[config.mk]
export PLATFORM = sky130hd
export DESIGN_NAME = terrain_query_arbiter
export DESIGN_NICKNAME = d
export VERILOG_FILES = /design/src/rtl/terrain_query_arbiter.sv
export SDC_FILE = /design/constraint.sdc
export NUM_CORES = 1
export LEC_CHECK = 0
export CAP_MARGIN = 20
export CORE_MARGIN = 1
export CORE_UTILIZATION = 44
export CTS_BUF_LIST = sky130_fd_sc_hd__clkbuf_16
export CTS_CLUSTER_SIZE = 28
export DETAILED_ROUTE_END_ITERATION = 10
export PLACE_DENSITY = 0.86
export SYNTH_ARGS = -nofsm -noshare
export SYNTH_HDL_FRONTEND = slang
export SYNTH_SLANG_ARGS = --single-unit
[constraint.sdc]
create_clock -name clk -period 1.96 [get_ports clk]
set_input_delay 0.392 -clock clk [delete_from_list [all_inputs] [get_ports clk]]
set_output_delay 0.392 -clock clk [all_outputs]
set_load 0.1 [all_outputs]
[src/rtl/terrain_query_arbiter.sv]
// terrain_query_arbiter
// ---------------------
// Shares the terrain bitmap's single neighbourhood-lookup port between
// several moving objects (aliens, gold bags). Requests are served one at a
// time in round-robin order, and new queries are only issued while
// query_window is high so lookups never collide with pixel rendering.
//
// Ports:
//   clk, reset      system clock, synchronous active-high reset
//   query_window    1 = a new query may be issued
//   req             level request per requester, held until its done pulse
//   req_x, req_y    packed top-left coordinates, requester i at [i*COORD_W +: COORD_W]
//   done            one-cycle pulse per requester when its result is updated
//   result          packed {up,down,left,right} free flags, requester i at [i*4 +: 4]
//   bm_qvalid       one-cycle query strobe to the terrain bitmap
//   bm_qx, bm_qy    query coordinates, held from ISSUE until STORE
//   bm_rvalid       bitmap response valid
//   bm_rdata        bitmap response free flags
//   busy            1 while a query is in flight (state != IDLE)
//   timeout_err     sticky flag, set whenever a query is abandoned
module terrain_query_arbiter #(
    parameter int NUM_REQ = 4,
    parameter int COORD_W = 11,
    parameter int TIMEOUT = 15
) (
    input  logic                       clk,
    input  logic                       reset,
    input  logic                       query_window,
    input  logic [NUM_REQ-1:0]         req,
    input  logic [NUM_REQ*COORD_W-1:0] req_x,
    input  logic [NUM_REQ*COORD_W-1:0] req_y,
    output logic [NUM_REQ-1:0]         done,
    output logic [NUM_REQ*4-1:0]       result,
    output logic                       bm_qvalid,
    output logic [COORD_W-1:0]         bm_qx,
    output logic [COORD_W-1:0]         bm_qy,
    input  logic                       bm_rvalid,
    input  logic [3:0]                 bm_rdata,
    output logic                       busy,
    output logic                       timeout_err
);

    localparam int              ID_W      = (NUM_REQ > 1) ? $clog2(NUM_REQ) : 1;
    localparam logic [ID_W-1:0] LAST_ID   = ID_W'(NUM_REQ - 1);
    // The counter value seen during the final permitted WAIT cycle.
    localparam logic [3:0]      WAIT_LAST = 4'(TIMEOUT - 1);

    typedef enum logic [1:0] {
        IDLE,
        ISSUE,
        WAIT,
        STORE
    } stateT;

    stateT              state;
    logic [ID_W-1:0]    lastGrant;
    logic [ID_W-1:0]    grantId;
    logic [3:0]         waitCount;

    logic               winnerFound;
    logic [ID_W-1:0]    winnerId;
    logic [COORD_W-1:0] winnerX;
    logic [COORD_W-1:0] winnerY;

    // Round-robin winner search. The first pass looks at requesters above
    // the last grant, the second pass wraps around to the ones at or below
    // it, which together is a scan starting at lastGrant+1 modulo NUM_REQ.
    // The winner's coordinates are picked here too so the IDLE state can
    // latch them straight into the query registers.
    always_comb begin
        winnerFound = 1'b0;
        winnerId    = '0;
        winnerX     = '0;
        winnerY     = '0;
        for (int i = 0; i < NUM_REQ; i++) begin
            if (!winnerFound && req[i] && (ID_W'(i) > lastGrant)) begin
                winnerFound = 1'b1;
                winnerId    = ID_W'(i);
                winnerX     = req_x[i*COORD_W +: COORD_W];
                winnerY     = req_y[i*COORD_W +: COORD_W];
            end
        end
        for (int i = 0; i < NUM_REQ; i++) begin
            if (!winnerFound && req[i] && (ID_W'(i) <= lastGrant)) begin
                winnerFound = 1'b1;
                winnerId    = ID_W'(i);
                winnerX     = req_x[i*COORD_W +: COORD_W];
                winnerY     = req_y[i*COORD_W +: COORD_W];
            end
        end
    end

    // Query sequencer. Every output is a register, so each value is
    // computed on the edge that enters the state where it must be visible:
    // bm_qvalid is set on the IDLE->ISSUE edge, and result/done are written
    // on the WAIT->STORE edge so they appear during the STORE cycle.
    // The bitmap response carries no id; with only one query outstanding
    // it always belongs to grantId. bm_rvalid is ignored outside WAIT, and
    // a response in the last permitted WAIT cycle still wins over the
    // timeout. A timed-out query stores all-blocked, the safe answer for
    // movement logic.
    always_ff @(posedge clk) begin
        if (reset) begin
            state       <= IDLE;
            lastGrant   <= LAST_ID;
            grantId     <= '0;
            waitCount   <= '0;
            bm_qvalid   <= 1'b0;
            bm_qx       <= '0;
            bm_qy       <= '0;
            done        <= '0;
            result      <= '0;
            busy        <= 1'b0;
            timeout_err <= 1'b0;
        end else begin
            bm_qvalid <= 1'b0;
            done      <= '0;
            case (state)
                IDLE: begin
                    if (query_window && winnerFound) begin
                        grantId   <= winnerId;
                        bm_qx     <= winnerX;
                        bm_qy     <= winnerY;
                        bm_qvalid <= 1'b1;
                        busy      <= 1'b1;
                        state     <= ISSUE;
                    end
                end
                ISSUE: begin
                    waitCount <= '0;
                    state     <= WAIT;
                end
                WAIT: begin
                    if (bm_rvalid) begin
                        for (int i = 0; i < NUM_REQ; i++) begin
                            if (grantId == ID_W'(i)) begin
                                result[i*4 +: 4] <= bm_rdata;
                                done[i]          <= 1'b1;
                            end
                        end
                        state <= STORE;
                    end else if (waitCount == WAIT_LAST) begin
                        for (int i = 0; i < NUM_REQ; i++) begin
                            if (grantId == ID_W'(i)) begin
                                result[i*4 +: 4] <= 4'b0000;
                                done[i]          <= 1'b1;
                            end
                        end
                        timeout_err <= 1'b1;
                        state       <= STORE;
                    end else begin
                        waitCount <= waitCount + 4'd1;
                    end
                end
                STORE: begin
                    lastGrant <= grantId;
                    busy      <= 1'b0;
                    state     <= IDLE;
                end
                default: begin
                    busy  <= 1'b0;
                    state <= IDLE;
                end
            endcase
        end
    end

endmodule

### Word-level counts from Yosys, hierarchy flattened

Index checks and enable logic that the tools add are counted.

* bits in registers: 55
* bits of input ports: 100
* output and inout bits: 45
* word-level logic and storage cells: 133

* add/subtract/negate cells: 1
* $lt $le $gt $ge: 8
* equal/unequal tests: 11
* mux-type cells: 57
* bitwise logic cells: 3
* reductions and logical operators: 39

Operators by type and width (count)
* two-way mux 11 bit: 16
* two-way mux 4 bit: 12
* two-way mux 16 bit: 2
* two-way mux 2 bit: 9
* AND reduction 3 bit: 6
* logical AND 1 bit: 16
* two-way mux 1 bit: 15
* equality test 2 bit, second input constant: 4
* case mux 2 bit (4 select lines): 1
* case mux 4 bit (2 select lines): 1
* logical NOT 1 bit: 7
* != test 2 bit, second input constant: 3
* AND reduction 2 bit: 3
* nonzero test 2 bit: 3
* adder 4 x 1 -> 4 bit, second input constant: 1
* equality test 2 x 1 -> 1 bit, second input constant: 2
* equality test 4 bit, second input constant: 1
* > comparator 1 x 2 -> 1 bit, first input constant: 2
* > comparator 2 bit, first input constant: 2
* <= comparator 1 x 2 -> 1 bit, first input constant: 2
* <= comparator 2 bit, first input constant: 2
* logical NOT 2 bit: 2
* OR reduction 2 bit: 2
* != test 3 bit, second input constant: 1
* other kinds (2): 4

### Depth between registers and ports, before layout

* word-level depth: 34
* depth in mapped cells: 9

### Worst setup path before layout

No wires, ideal clock.

* path type: in2reg
* from: input req[3]
* to: register bm_qx[0]
* arrival time: 1.604 ns
* required time: 1.891 ns
* slack: 0.287 ns
* cell stages on the path: 8
* path buffers: 3
* cells stage by stage: buf_6 o41ai_4 nor2_2 buf_6 buf_2 nor2_2 a2bb2oi_1 o21ai_1

* cells in the longest elaborated chain, start to end: 21
* elaborated cells on any way between the ends: 26
* classes of those cells: mux (10); reduce/logical (16)

Ends and longest elaborated chain
* start: declaration: line 29 `input logic [NUM_REQ-1:0] req,`
* logical AND 1 bit (2 in a row): line 76 `if (!winnerFound && req[i] && (ID_W'(i) > lastGrant)) begin`
* two-way mux 1 bit: line 76
* logical NOT 1 bit: line 84 `if (!winnerFound && req[i] && (ID_W'(i) <= lastGrant)) begin`
* logical AND 1 bit (2 in a row): line 84
* two-way mux 1 bit: line 84
* logical NOT 1 bit: line 84
* logical AND 1 bit (2 in a row): line 84
* two-way mux 1 bit: line 84
* logical NOT 1 bit: line 84
* logical AND 1 bit (2 in a row): line 84
* two-way mux 1 bit: line 84
* logical NOT 1 bit: line 84
* logical AND 1 bit (2 in a row): line 84
* two-way mux 1 bit: line 84
* logical AND 1 bit: line 120 `if (query_window && winnerFound) begin`
* AND reduction 2 bit (no line)
* end signal: assignment: line 122 `bm_qx <= winnerX;`
* end: declaration: line 35 `output logic [COORD_W-1:0] bm_qx,`

Parallel ways exist; a longest one is shown, timed or not.
A chain may end at the register's enable or synchronous reset.

### Worst setup path after layout

* from: register waitCount[0]
* to: register result[10]

* cells in the longest elaborated chain, start to end: 3

Ends and longest elaborated chain
* start: declaration: line 58 `logic [3:0] waitCount;`
* start signal: assignment: line 152 `waitCount <= waitCount + 4'd1;`
* equality test 4 bit: line 142 `end else if (waitCount == WAIT_LAST) begin`
* nonzero test 2 bit (no line)
* AND reduction 3 bit (no line)
* end signal: indexed assignment: line 137 `result[i*4 +: 4] <= bm_rdata;`
* end: declaration: line 33 `output logic [NUM_REQ*4-1:0] result,`

Every way passes these cells.

==> metrics.cfg <==
[run_status]
status = finished clean

[floorplan]
die-area_mm2 = 0.00846
coreArea_mm2 = 0.00777
start_util = 0.459
die_y_um = 92.0
die_x_um = 92.0
num_io_pins = 145
rows = 32

[grt]
use_met3 = 0.0630
antenna_found_initial = 0
grt_max_degree = 50
busiest_layer = met2
grt_usage = 0.283
grt_util_met2 = 0.500
grt_pass1_wl_um = 19800
grt_use_met1 = 0.336
grt_remaining_overflow = 0
grt_pass1_vias = 4218

[synth]
syn_area_mm2 = 0.00356
synth_top_cell_by_area = dfxtp_1
netlist_instances = 462
synth_common_cells = dfxtp_1, a21oi_1, nor2_1, nand2_1, nand3_1
yosysTopAreaCellShare = 0.309
synth_seq_cells = 55
yosys_most_used_dff = dfxtp_1
yosysWarnings = 0
yosysMostFrequentCell = dfxtp_1
syn_nets = 569
synth.distinct_cells = 46
synth_edf_count = 0
synth.avg_cell_area_um2 = 7.71
async_flop_share = 0
synth_seq_area_share = 0.309
synth_area_leaders = dfxtp_1, a21oi_1, nor2_1, a211o_1, nand2_1

[pwr]
leakagePower_nw = 2.22
peakVddDrop_v = 0.000553
finalPower_w = 0.00560
power.density_mw_per_mm2 = 1040

[drt]
initialDrtViolationCount = 464
dr.pass1.iters = 6
vias_per_cell = 6.02
drc = 0
vias = 4319
drtAntennaViolNets = 0
wl_um = 12300
wl_per_cell_um = 17.2

[placement]
dp_hpwl_um = 8940
place.gp.congestion = 0.942
pre_cts_slack_ns = -0.302
placed_area_mm2 = 0.00520
port_buffers = 144

[worst_setup_path]
startpoint_type = register
cp_slowest_cell = dfxtp_1
cp_top_family = simple AND/OR/NAND/NOR gates
crit_chain = inv_1, ha_1, and3_1, o21a_1, nand3b_1, mux2i_1, nor2_1
cp.required_ns = 2.13
rr_endpoint = result[10]$_SDFFE_PP0P_
endpoint_kind = register
crit_type = reg -> reg
rrSetupSlack_ns = 0.19
crit_buf_inv = 1
worst_path_largest_cell_delay_ns = 0.39
r2r.worst_path.cells = 7
arrival_ns = 1.93
worstPathMaxFanout = 5
crit-reg2reg-launch = waitCount[0]$_SDFFE_PP0P_

[clock_tree]
clock_latency_ns = 0.30
clk_pin_slew_worst_paths_ns = 0.08
htree_levels = 2
numClockSinks = 55
clock_path_buffers = 2
cts_buffers = 5
cts_tree = done
cts_setup_buffers = 0
root_buffer = clkbuf_16

[worst_hold_path]
hold_end = bm_qvalid$_SDFF_PP0_
hold_path.class = in -> reg
whs_path_depth = 3
hp-start = reset

[layout]
diodes = 0
fin_util = 0.691
num-nets-final = 722
stdcell_area_mm2 = 0.00537
drive_above_1_share = 0.169
area_delta_synth_final_pct = 50.8
fillers = 622

[timing]
period_minus_slack_ns = 1.77
fmax_mhz = 566
setup-violations-final = 0
rsz0062_at_grt = no
skew_ns = 0.00810
whs_ns = 0.439
max-slew-margin-rel = 0.638
slew_violations = 0
timing.final.crit_share = 0.901
setup_ws_ns = 0.193
tightestPinTransition_ns = 0.544
hold_viol_final = 0

[job]
max_cap_violations = 0

## repair_timing
| item | CTS | global route |
|---|---|---|
| pin swaps | 1 | 0 |
| hold buffers | 0 | 0 |
| gates resized for setup | 1 | 4 |
| setup endpoints to repair | 5 | 22 |
## metal layers
layer / vias up / wire length [um]
met1: 1979 / 4720
met5: - / 0
met4: 0 / 279
li1: 2009 / -
met3: 37 / 1340
met2: 294 / 5990
## flip-flops by register name, indices dropped and copies added, names as in the netlist
| signal | cells |
|---|---|
| busy | 1 |
| bm_qx | 11 |
| lastGrant | 2 |
| timeout_err | 1 |
| state | 2 |
| bm_qy | 11 |
| done | 4 |
| result | 16 |
| bm_qvalid | 1 |
| grantId | 2 |
| waitCount | 4 |
## layout by cell type (no fill, tap or decap), drive strengths merged, types with 10 or more instances in the layout
cell type,n
buf,86
a211oi,14
dfxtp,55
inv,15
clkdlybuf4s50,94
a211o,18
nand2,42
o22ai,17
mux2i,13
a221oi,12
a22oi,12
nand3,26
and2,15
nor2,50
o21ai,14
a21oi,49
nor3b,12
o31ai,10
## through the flow
stage,setup TNS (ns),std cells
detailed placement,-6.32,710
CTS,0,718
global placement,-4.66,710
floorplan,0,462
finish,0,718
global route,0,718
## cell families (layout without fill, tap and decap cells)
| family | after synthesis | count (layout) | synth area share |
|---|---|---|---|
| muxes | 13 | 13 | 0.0365 |
| adders and majority gates | 7 | 7 | 0.0246 |
| and+or+nand+nor | 168 | 168 | 0.236 |
| DFF | 55 | 55 | 0.309 |
| buffers and inverters | 51 | 205 | 0.0678 |
| xor gates and xnor gates | 1 | 1 | 0.00246 |
| AOI/OAI and AO/OA | 167 | 167 | 0.324 |
## power by group
| group | switching (W) | total [W] | leakage [nW] | internal [W] |
|---|---|---|---|---|
| Combinational | 0.00215 | 0.00318 | 1.70 | 0.00103 |
| Clock | 0.000470 | 0.000966 | 0.0778 | 0.000496 |
| Sequential | 0.000140 | 0.00146 | 0.449 | 0.00132 |
## worst max path at each step
stage                              startpoint                        end  slack [ns]  depth (start not counted)
global route        waitCount[0]$_SDFFE_PP0P_  waitCount[2]$_SDFFE_PP0P_       0.003                          7
floorplan                              req[3]      bm_qx[0]$_SDFFE_PP0P_        0.29                          8
finish              waitCount[0]$_SDFFE_PP0P_    result[10]$_SDFFE_PP0P_        0.19                          7
global placement                       req[1]      bm_qx[9]$_SDFFE_PP0P_       -0.22                          7
detailed placement                     req[2]      bm_qx[5]$_SDFFE_PP0P_       -0.30                          7
CTS                                    req[0]      bm_qx[5]$_SDFFE_PP0P_      0.0008                          8
## tightest hold or removal path, stage by stage
cell and delay (ns):
buf_2 0.10, nor3_2 0.04, buf_4 0.15
## area by class of cell
type / count / area [um^2] / area share
clock inverter: 3 / 31.3 / 0.00582
clock buffer: 5 / 125 / 0.0233
timing repair buffer: 184 / 1710 / 0.318
tap: 102 / 128 / 0.0238
sequential: 55 / 1100 / 0.205
multi-input combinational: 356 / 2230 / 0.415
inverter: 13 / 48.8 / 0.00909
Note: power is estimated with default switching activity, not from simulation.
